## src/rtl/carregador_de_programa_if.sv

```systemverilog
`default_nettype none
// ============================================================================
// Module   : carregador_de_programa_if
// Brief    : Byte-stream, instruction-memory write and status bundle of the
//            program loader. master = the loader, slave = its environment.
// Revision : 1.0 - initial release
// ============================================================================
interface carregador_de_programa_if #(
  parameter int ADDR_WIDTH = 26
);
  logic                  start;
  logic [7:0]            byte_in;
  logic                  byte_valid;
  logic                  byte_ready;
  logic                  mem_we;
  logic [ADDR_WIDTH-1:0] mem_addr;
  logic [31:0]           mem_data;
  logic                  busy;
  logic                  cpu_reset;
  logic                  done;
  logic                  erro;

  modport master (
    input  start, byte_in, byte_valid,
    output byte_ready, mem_we, mem_addr, mem_data, busy, cpu_reset, done, erro
  );

  modport slave (
    output start, byte_in, byte_valid,
    input  byte_ready, mem_we, mem_addr, mem_data, busy, cpu_reset, done, erro
  );
endinterface
`default_nettype wire

```

## src/rtl/carregador_de_programa.sv

```systemverilog
`default_nettype none
// ============================================================================
// Module   : carregador_de_programa
// Brief    : Loads a big-endian program image (16-bit word count followed by
//            4 bytes per word) from a byte stream into instruction memory,
//            starting at BASE_ADDR, holding the CPU in reset meanwhile.
//            Optional macro CARREGADOR_CHECKSUM_EN adds a trailing XOR
//            checksum byte over all data bytes.
// Revision : 1.0 - initial release
// ============================================================================
module carregador_de_programa #(
  parameter int ADDR_WIDTH = 26,
  parameter int MEM_SIZE   = 150,
  parameter int BASE_ADDR  = 0
) (
  input  wire clock,
  input  wire reset,
  carregador_de_programa_if.master bus
);

  typedef enum logic [2:0] {
    S_IDLE   = 3'd0,
    S_LEN_HI = 3'd1,
    S_LEN_LO = 3'd2,
    S_DATA   = 3'd3,
    S_WRITE  = 3'd4,
    S_CHECK  = 3'd5,
    S_DONE   = 3'd6,
    S_ERRO   = 3'd7
  } state_t;

  localparam logic [ADDR_WIDTH-1:0] C_BASE     = ADDR_WIDTH'(BASE_ADDR);
  localparam logic [ADDR_WIDTH-1:0] C_ADDR_ONE = ADDR_WIDTH'(1);
  localparam logic [15:0]           C_MEM_SIZE = 16'(MEM_SIZE);

  state_t                r_state;
  state_t                w_next;
  logic [7:0]            r_len_hi;
  logic [15:0]           r_count;
  logic [1:0]            r_byte_cnt;
  logic [31:0]           r_shift;
  logic [ADDR_WIDTH-1:0] r_addr;
`ifdef CARREGADOR_CHECKSUM_EN
  logic [7:0]            r_csum;
`endif

  logic        w_byte_ready;
  logic        w_mem_we;
  logic        w_busy;
  logic        w_accept;
  logic [15:0] w_len;

  assign w_accept = bus.byte_valid & w_byte_ready;
  assign w_len    = {r_len_hi, bus.byte_in};

  // State register
  always_ff @(posedge clock) begin
    if (reset) r_state <= S_IDLE;
    else       r_state <= w_next;
  end

  // Next-state and per-state output decode
  always_comb begin
    w_next       = r_state;
    w_byte_ready = 1'b0;
    w_mem_we     = 1'b0;
    w_busy       = 1'b0;
    case (r_state)
      S_IDLE, S_DONE, S_ERRO: begin
        if (bus.start) w_next = S_LEN_HI;
      end
      S_LEN_HI: begin
        w_byte_ready = 1'b1;
        w_busy       = 1'b1;
        if (bus.byte_valid) w_next = S_LEN_LO;
      end
      S_LEN_LO: begin
        w_byte_ready = 1'b1;
        w_busy       = 1'b1;
        if (bus.byte_valid) begin
          if (w_len == 16'd0) begin
`ifdef CARREGADOR_CHECKSUM_EN
            w_next = S_CHECK;   // empty image still carries a 00 checksum
`else
            w_next = S_DONE;
`endif
          end else if (w_len > C_MEM_SIZE) begin
            w_next = S_ERRO;
          end else begin
            w_next = S_DATA;
          end
        end
      end
      S_DATA: begin
        w_byte_ready = 1'b1;
        w_busy       = 1'b1;
        if (bus.byte_valid && r_byte_cnt == 2'd3) w_next = S_WRITE;
      end
      S_WRITE: begin
        w_mem_we = 1'b1;
        w_busy   = 1'b1;
        if (r_count == 16'd1) begin
`ifdef CARREGADOR_CHECKSUM_EN
          w_next = S_CHECK;
`else
          w_next = S_DONE;
`endif
        end else begin
          w_next = S_DATA;
        end
      end
`ifdef CARREGADOR_CHECKSUM_EN
      S_CHECK: begin
        w_byte_ready = 1'b1;
        w_busy       = 1'b1;
        if (bus.byte_valid) w_next = (bus.byte_in == r_csum) ? S_DONE : S_ERRO;
      end
`endif
      default: w_next = S_IDLE;
    endcase
  end

  // Datapath: length capture, byte assembly, address and word counting
  always_ff @(posedge clock) begin
    if (reset) begin
      r_len_hi   <= 8'd0;
      r_count    <= 16'd0;
      r_byte_cnt <= 2'd0;
      r_shift    <= 32'd0;
      r_addr     <= C_BASE;
`ifdef CARREGADOR_CHECKSUM_EN
      r_csum     <= 8'd0;
`endif
    end else begin
      case (r_state)
        S_IDLE, S_DONE, S_ERRO: begin
          if (bus.start) begin
            r_addr     <= C_BASE;
            r_byte_cnt <= 2'd0;
`ifdef CARREGADOR_CHECKSUM_EN
            r_csum     <= 8'd0;
`endif
          end
        end
        S_LEN_HI: if (w_accept) r_len_hi <= bus.byte_in;
        S_LEN_LO: if (w_accept) r_count <= w_len;
        S_DATA: begin
          if (w_accept) begin
            r_shift    <= {r_shift[23:0], bus.byte_in};
            r_byte_cnt <= r_byte_cnt + 2'd1;
`ifdef CARREGADOR_CHECKSUM_EN
            r_csum     <= r_csum ^ bus.byte_in;
`endif
          end
        end
        S_WRITE: begin
          r_addr  <= r_addr + C_ADDR_ONE;
          r_count <= r_count - 16'd1;
        end
        default: ;
      endcase
    end
  end

  assign bus.byte_ready = w_byte_ready;
  assign bus.mem_we     = w_mem_we;
  assign bus.mem_addr   = r_addr;
  assign bus.mem_data   = r_shift;
  assign bus.busy       = w_busy;
  assign bus.cpu_reset  = w_busy;
  assign bus.done       = (r_state == S_DONE);
  assign bus.erro       = (r_state == S_ERRO);

endmodule
`default_nettype wire

```

## src/flat_wrapper.sv

```systemverilog
// flat-port wrapper written by rule: the top's interface ports become plain ports
module carregador_de_programa_flat 
#(
  parameter int ADDR_WIDTH = 26,
  parameter int MEM_SIZE   = 150,
  parameter int BASE_ADDR  = 0
)
  (clock, reset, bus_start, bus_byte_in, bus_byte_valid, bus_byte_ready, bus_mem_we, bus_mem_addr, bus_mem_data, bus_busy, bus_cpu_reset, bus_done, bus_erro);
  carregador_de_programa_if #(.ADDR_WIDTH(ADDR_WIDTH)) bus_i ();
  input  wire clock;
  input  wire reset;
  input wire logic [$bits(bus_i.start)-1:0] bus_start;
  input wire logic [$bits(bus_i.byte_in)-1:0] bus_byte_in;
  input wire logic [$bits(bus_i.byte_valid)-1:0] bus_byte_valid;
  output wire logic [$bits(bus_i.byte_ready)-1:0] bus_byte_ready;
  output wire logic [$bits(bus_i.mem_we)-1:0] bus_mem_we;
  output wire logic [$bits(bus_i.mem_addr)-1:0] bus_mem_addr;
  output wire logic [$bits(bus_i.mem_data)-1:0] bus_mem_data;
  output wire logic [$bits(bus_i.busy)-1:0] bus_busy;
  output wire logic [$bits(bus_i.cpu_reset)-1:0] bus_cpu_reset;
  output wire logic [$bits(bus_i.done)-1:0] bus_done;
  output wire logic [$bits(bus_i.erro)-1:0] bus_erro;
  assign bus_i.start = bus_start;
  assign bus_i.byte_in = bus_byte_in;
  assign bus_i.byte_valid = bus_byte_valid;
  assign bus_byte_ready = bus_i.byte_ready;
  assign bus_mem_we = bus_i.mem_we;
  assign bus_mem_addr = bus_i.mem_addr;
  assign bus_mem_data = bus_i.mem_data;
  assign bus_busy = bus_i.busy;
  assign bus_cpu_reset = bus_i.cpu_reset;
  assign bus_done = bus_i.done;
  assign bus_erro = bus_i.erro;
  carregador_de_programa #(.ADDR_WIDTH(ADDR_WIDTH), .MEM_SIZE(MEM_SIZE), .BASE_ADDR(BASE_ADDR)) u_core (.clock(clock), .reset(reset), .bus(bus_i));
endmodule
```

## config.mk

```make
export PLATFORM = sky130hd
export DESIGN_NAME = carregador_de_programa_flat
export DESIGN_NICKNAME = d
export VERILOG_FILES = /design/src/rtl/carregador_de_programa_if.sv /design/src/rtl/carregador_de_programa.sv /design/src/flat_wrapper.sv
export SDC_FILE = /design/constraint.sdc
export NUM_CORES = 1
export LEC_CHECK = 0
export ABC_AREA = 1
export CAP_MARGIN = 25
export CORE_MARGIN = 5
export CORE_UTILIZATION = 53
export DETAILED_ROUTE_END_ITERATION = 10
export HOLD_SLACK_MARGIN = 0.02
export MAX_ROUTING_LAYER = met4
export PLACE_DENSITY = 0.8
export SETUP_SLACK_MARGIN = 0.05
export SYNTH_ARGS = -nofsm -noshare
export SYNTH_HDL_FRONTEND = slang
export SYNTH_SLANG_ARGS = --single-unit
```

## constraint.sdc

```tcl
create_clock -name clock -period 1.65 [get_ports clock]
set_input_delay 0.2475 -clock clock [delete_from_list [all_inputs] [get_ports clock]]
set_output_delay 0.2475 -clock clock [all_outputs]
set_load 0.005 [all_outputs]
```

# [Yosys cells after proc, flatten, opt, wreduce, memory -nomap -nowiden]
# Index checks and enable logic that the tools add are counted.
[op_classes] magnitude_cmp=1 bitwise=1 reduce_logical=15 add_sub_neg=3 muxes=18 eq_ne=14
[ops] op="26-bit case mux with 2 select lines" n=1
[ops] op="16-bit case mux with 2 select lines" n=1
[ops] op="26-bit by 1-bit adder with 26-bit output, second input constant" n=1
[ops] op="26-bit two-way mux" n=1
[ops] op="3-bit two-way mux" n=7
[ops] op="16-bit by 1-bit equality test with 1-bit output, second input constant" n=1
[ops] op="16-bit by 8-bit greater-than comparator with 1-bit output, second input constant" n=1
[ops] op="16-bit logical NOT" n=1
[ops] op="16-bit two-way mux" n=1
[ops] op="16-bit by 1-bit subtractor with 16-bit output, second input constant" n=1
[ops] op="3-bit case mux with 5 select lines" n=1
[ops] op="3-bit equality test, second input constant" n=3
[ops] op="2-bit AND reduction" n=4
[ops] op="3-bit by 2-bit equality test with 1-bit output, second input constant" n=2
[ops] op="2-bit by 1-bit != test with 1-bit output, second input constant" n=3
[ops] op="2-bit != test, second input constant" n=3
[ops] op="2-bit nonzero test" n=3
[ops] op="3-bit OR reduction" n=2
[ops] op="2-bit two-way mux" n=2
[ops] op="2-bit case mux with 2 select lines" n=1
[ops] op="4-bit AND reduction" n=1
[ops] op="4-bit OR reduction" n=1
[ops] op="3-bit by 1-bit equality test with 1-bit output, second input constant" n=1
[ops] op="3-bit logical NOT" n=1
[ops] op="other kinds (6)" n=8
[totals] regBits=87 out_inout_bits=64 wordCells=58 input_bits=12

# [Longest topological paths before layout]
[logic_depth] ltp_word=6 mapped_depth=10 mapped_depth_nobuf=10

# [Worst setup path before layout]
# OpenSTA, ideal clock, no wires.
[synth_path] path_type="flip-flop to flip-flop" start="reg u_core.r_addr[0], in the netlist u_core.bus.mem_addr[0]" end="reg u_core.r_addr[18], in the netlist u_core.bus.mem_addr[18]" stages_incl_launch_ff=9 setup_time_ns=0.122 period_less_slack_ns=1.428 path_buffers=0 setup_slack_ns=0.222 t_required_ns=1.528 arrival_time_ns=1.307 cell_sequence="dfxtp_1 ha_1 nand2_1 inv_1 nand3_1 nor2_1 nand2_1 o21ai_0 a21oi_1"
[synth_via] elab_chain_len=2
[synth_lines] item="from (decl)" line="carregador_de_programa.sv:42" rtl="logic [ADDR_WIDTH-1:0] r_addr;"
[synth_lines] item="from (signal assigned)" line="carregador_de_programa.sv:157" rtl="r_addr <= r_addr + C_ADDR_ONE;"
[synth_lines] item="26-bit by 1-bit adder with 26-bit output" line="carregador_de_programa.sv:157"
[synth_lines] item="26-bit case mux with 2 select lines" line="carregador_de_programa.sv:135" rtl="case (r_state)"
# No other way between the ends.
# A chain may end at the register's enable or synchronous reset.

# [Worst setup path in the final report]
[layout_path] start="reg u_core.r_addr[6], in the netlist u_core.bus.mem_addr[6]" end="out bus_mem_addr[6]"
[layout_rtl] item="to (decl)" line="flat_wrapper.sv:17" rtl="output wire logic [$bits(bus_i.mem_addr)-1:0] bus_mem_addr;"
# No word-level cell between the ends.

==> flow_metrics.py <==
metrics = {
    "pwr": {
        "power_frac_seq_pct": 34.5,
        "swShare_pct": 42.7,
        "p_sw_mw": 3.22,
        "combPwrFrac_pct": 46.6,
        "internal_power_mw": 4.33,
        "clkPwrFrac_pct": 18.9,
        "power_density_nw_per_um2": 1300,
        "ir_worst_vdd_mv": 0.737,
        "p_leak_nw": 2.37,
    },
    "grt": {
        "grt_max_degree": 54,
        "grt_pass1_vias": 4362,
        "antenna_found_initial": 0,
        "grt_usage_pct": 24.5,
        "grt_pass1_wl_mm": 19.8,
        "overflow": 0,
    },
    "final_layout": {
        "design_area_um2": 5810,
        "fin_util_pct": 70.7,
        "fin_nets": 801,
        "antennaDiodeCount": 0,
        "syn_to_final_growth_pct": 30.4,
        "drive_above_1_share_pct": 13.2,
        "layout.cells.non_filler": 895,
    },
    "clock_tree": {
        "clk_pin_slew_ns": 0.10,
        "clock-sinks": 87,
        "clockBufferDepth": 2,
        "htreeDepth": 3,
        "tritoncts": "done",
        "clockRootBuffer": "clkbuf_8",
        "clock_latency_ns": 0.35,
        "cts_hold_buf": 0,
        "cts-buffers-inserted": 9,
    },
    "place": {
        "port_buffers": 75,
        "dp_cells": 867,
        "place_congestion": 0.917,
        "placed_cell_area_um2": 5430,
        "hpwl_mm": 8.71,
    },
    "floorplanning": {
        "die_h_um": 102,
        "io_pins": 76,
        "initial_core_util_pct": 54.2,
        "core_um2": 8220,
        "design.die.area_um2": 10300,
        "rows": 33,
        "die_w_um": 102,
    },
    "synth": {
        "synth_seq_cells": 87,
        "synth_commonest_cells": "nand2_1 (218), dfxtp_1 (87), nor2_1 (85)",
        "synth_edf_count": 0,
        "syn_avg_cell_area_um2": 6.52,
        "netlist_area_um2": 4460,
        "synth_top_family_by_area": "simple AND/OR/NAND/NOR gates",
        "synthArstFlopShare_pct": 0,
        "yosysMostFrequentCell": "nand2_1",
        "synthDistinctLibCells": 37,
        "synthFlopType": "dfxtp_1",
        "synth_top_area_share_pct": 39.1,
        "syn_nets": 700,
        "synth.area.top_cells": "dfxtp_1 (39%), nand2_1 (18%), a21oi_1 (8.4%)",
        "synth_cells": 684,
        "muxShareOfSynthArea_pct": 0,
        "yosys.area_share.simple_pct": 35.4,
        "synth-compound-area-share_pct": 15.6,
        "synth.largest_area_cell": "dfxtp_1",
        "synthXorXnorAreaFrac_pct": 0.197,
        "yosysWarnings": 0,
        "ys_seq_area_share_pct": 39.1,
        "synthAdderAreaFrac_pct": 1.12,
    },
    "drt": {
        "drc": 0,
        "drt_iter0_drc": 322,
        "drt-total-wl_mm": 12.4,
        "vias": 4855,
        "routed_via_density": 5.42,
        "wire_per_inst_um": 13.9,
        "firstDrtPassIters": 5,
        "ant_nets": 0,
    },
    "timing": {
        "worst_pin_slew_ns": 0.368,
        "hold_viol": 0,
        "fin_setup_tns_ns": 0,
        "rsz0062_at_grt": "no",
        "finalSetupViolations": 0,
        "slew_headroom_pct": 75.5,
        "fmax_mhz": 635,
        "fin_crit_sh_pct": 95.4,
        "fin_crit_ns": 1.57,
        "slew_violations": 0,
        "skew_ns": 0.00857,
    },
    "setup_path": {
        "path_cells": "clkdlybuf4s50_1",
        "worstSetupPathType": "flip-flop to output port",
        "crit_required_ns": 1.40,
        "crit_family": "buffers and inverters",
        "critPathSlowestCell": "clkdlybuf4s50_1",
        "crit_start": "u_core.bus.mem_addr[6]$_SDFFE_PP0P_",
        "start_kind": "flip-flop",
        "cp_max_fo": 5,
        "slowest_delay_ns": 0.54,
        "path_buf_inv": 1,
        "timing.rr.start": "u_core.r_state[0]$_SDFFE_PP0P_",
        "cp-end-kind": "output port",
        "cp.arrival_ns": 1.33,
    },
    "job": {
        "cap_violations": 0,
    },
    "status": {
        "status": "finished, final reports clean",
    },
    "hold_path": {
        "min_from": "reset",
        "min_path_type": "input pin to flip-flop",
    },
}
[through the flow]
stage | worst slack, ns | hold WS, ns | power (mW)
after global placement | 0.0543 | 0.454 | 5.63
after floorplan | 0.222 | 0.390 | 4.86
after detailed placement | 0.000310 | 0.457 | 5.73
after global routing | 0.0438 | 0.362 | 8.13
after CTS | -0.000502 | 0.342 | 7.26
final | 0.0756 | 0.351 | 7.55
[logic make-up (layout without fill, tap and decap cells)]
family	after synthesis	after routing
simple gates	377	377
xor+xnor	1	1
fa+ha+maj	4	4
buf+inv	86	192
compound gates	129	129
flops	87	87
[layout make-up]
class,count,area (um2)
Clock inverter,6,52.6
Timing Repair Buffer,115,1090
Multi-Input combinational cell,511,2400
Tap cell,105,131
Inverter,61,231
Fill cell,701,2410
Sequential cell,87,1770
Clock buffer,10,138
[sequential cells by signal, indices dropped and copies added, names as in the netlist]
register / cells
u_core.bus.mem_addr: 26
u_core.r_state: 3
u_core.bus.mem_data: 32
u_core.r_byte_cnt: 2
u_core.r_len_hi: 8
u_core.r_count: 16
[final timing paths]
| check | cells past startpoint | slack (ns) | end |
|---|---|---|---|
| worst min-delay path | 3 | 0.35 | u_core.bus.mem_addr[2]$_SDFFE_PP0P_ |
| worst max-delay path | 1 | 0.08 | bus_mem_addr[6] |
| worst max register to register | 8 | 0.11 | u_core.bus.mem_addr[12]$_SDFFE_PP0P_ |
| worst min register to register | 2 | 0.47 | u_core.bus.mem_data[29]$_SDFFE_PP0P_ |
[cells in the final DEF, fill, tap and decap left out, drive strengths merged]
cell           count
nor3b              1
o22ai              1
inv               63
clkinvlp           2
buf               41
o211ai             4
o21a               2
clkinv             2
nand4              8
a22oi              1
nand3b             4
dlygate4sd2        4
clkdlybuf4s50     64
o221ai             1
a21oi             75
a211oi             1
nand3             43
nor2              87
nor3               8
dfxtp             87
o21ai             36
nand2b             1
xor2               1
clkbuf            12
o21bai             5
nand2            224
dlymetal6s2s       4
a31oi              2
and2               1
ha                 4
o211a              1
[tightest hold or removal path, cell delays in order]
cell,delay (ns)
buf_2,0.11
buf_12,0.25
a21oi_1,0.06
[routing by layer]
| layer | wire (um) | track usage, % | up-vias |
|---|---|---|---|
| li1 | - | - | 2414 |
| met1 | 5190 | 30.0 | 2251 |
| met2 | 6200 | 40.6 | 165 |
| met3 | 736 | 3.10 | 25 |
| met4 | 283 | 9.92 | 0 |
| met5 | 0 | - | - |
[power groups by stage]
stage          registers, mW  logic [mW]  clock network, mW
3_3_place_gp            2.62        3.01                  0
6_report                2.60        3.52               1.43
3_5_place_dp            2.63        3.10                  0
2_1_floorplan           2.58        2.27                  0
5_1_grt                 2.64        3.96               1.54
4_1_cts                 2.59        3.23               1.45
[what timing repair did]
action,in CTS,in global routing
setup endpoints to repair,11,35
setup buffers,7,5
resized for setup,17,40
pin swaps,2,6
endpoints found under the hold margin,0,0
Note: power is estimated with default switching activity, not from simulation.
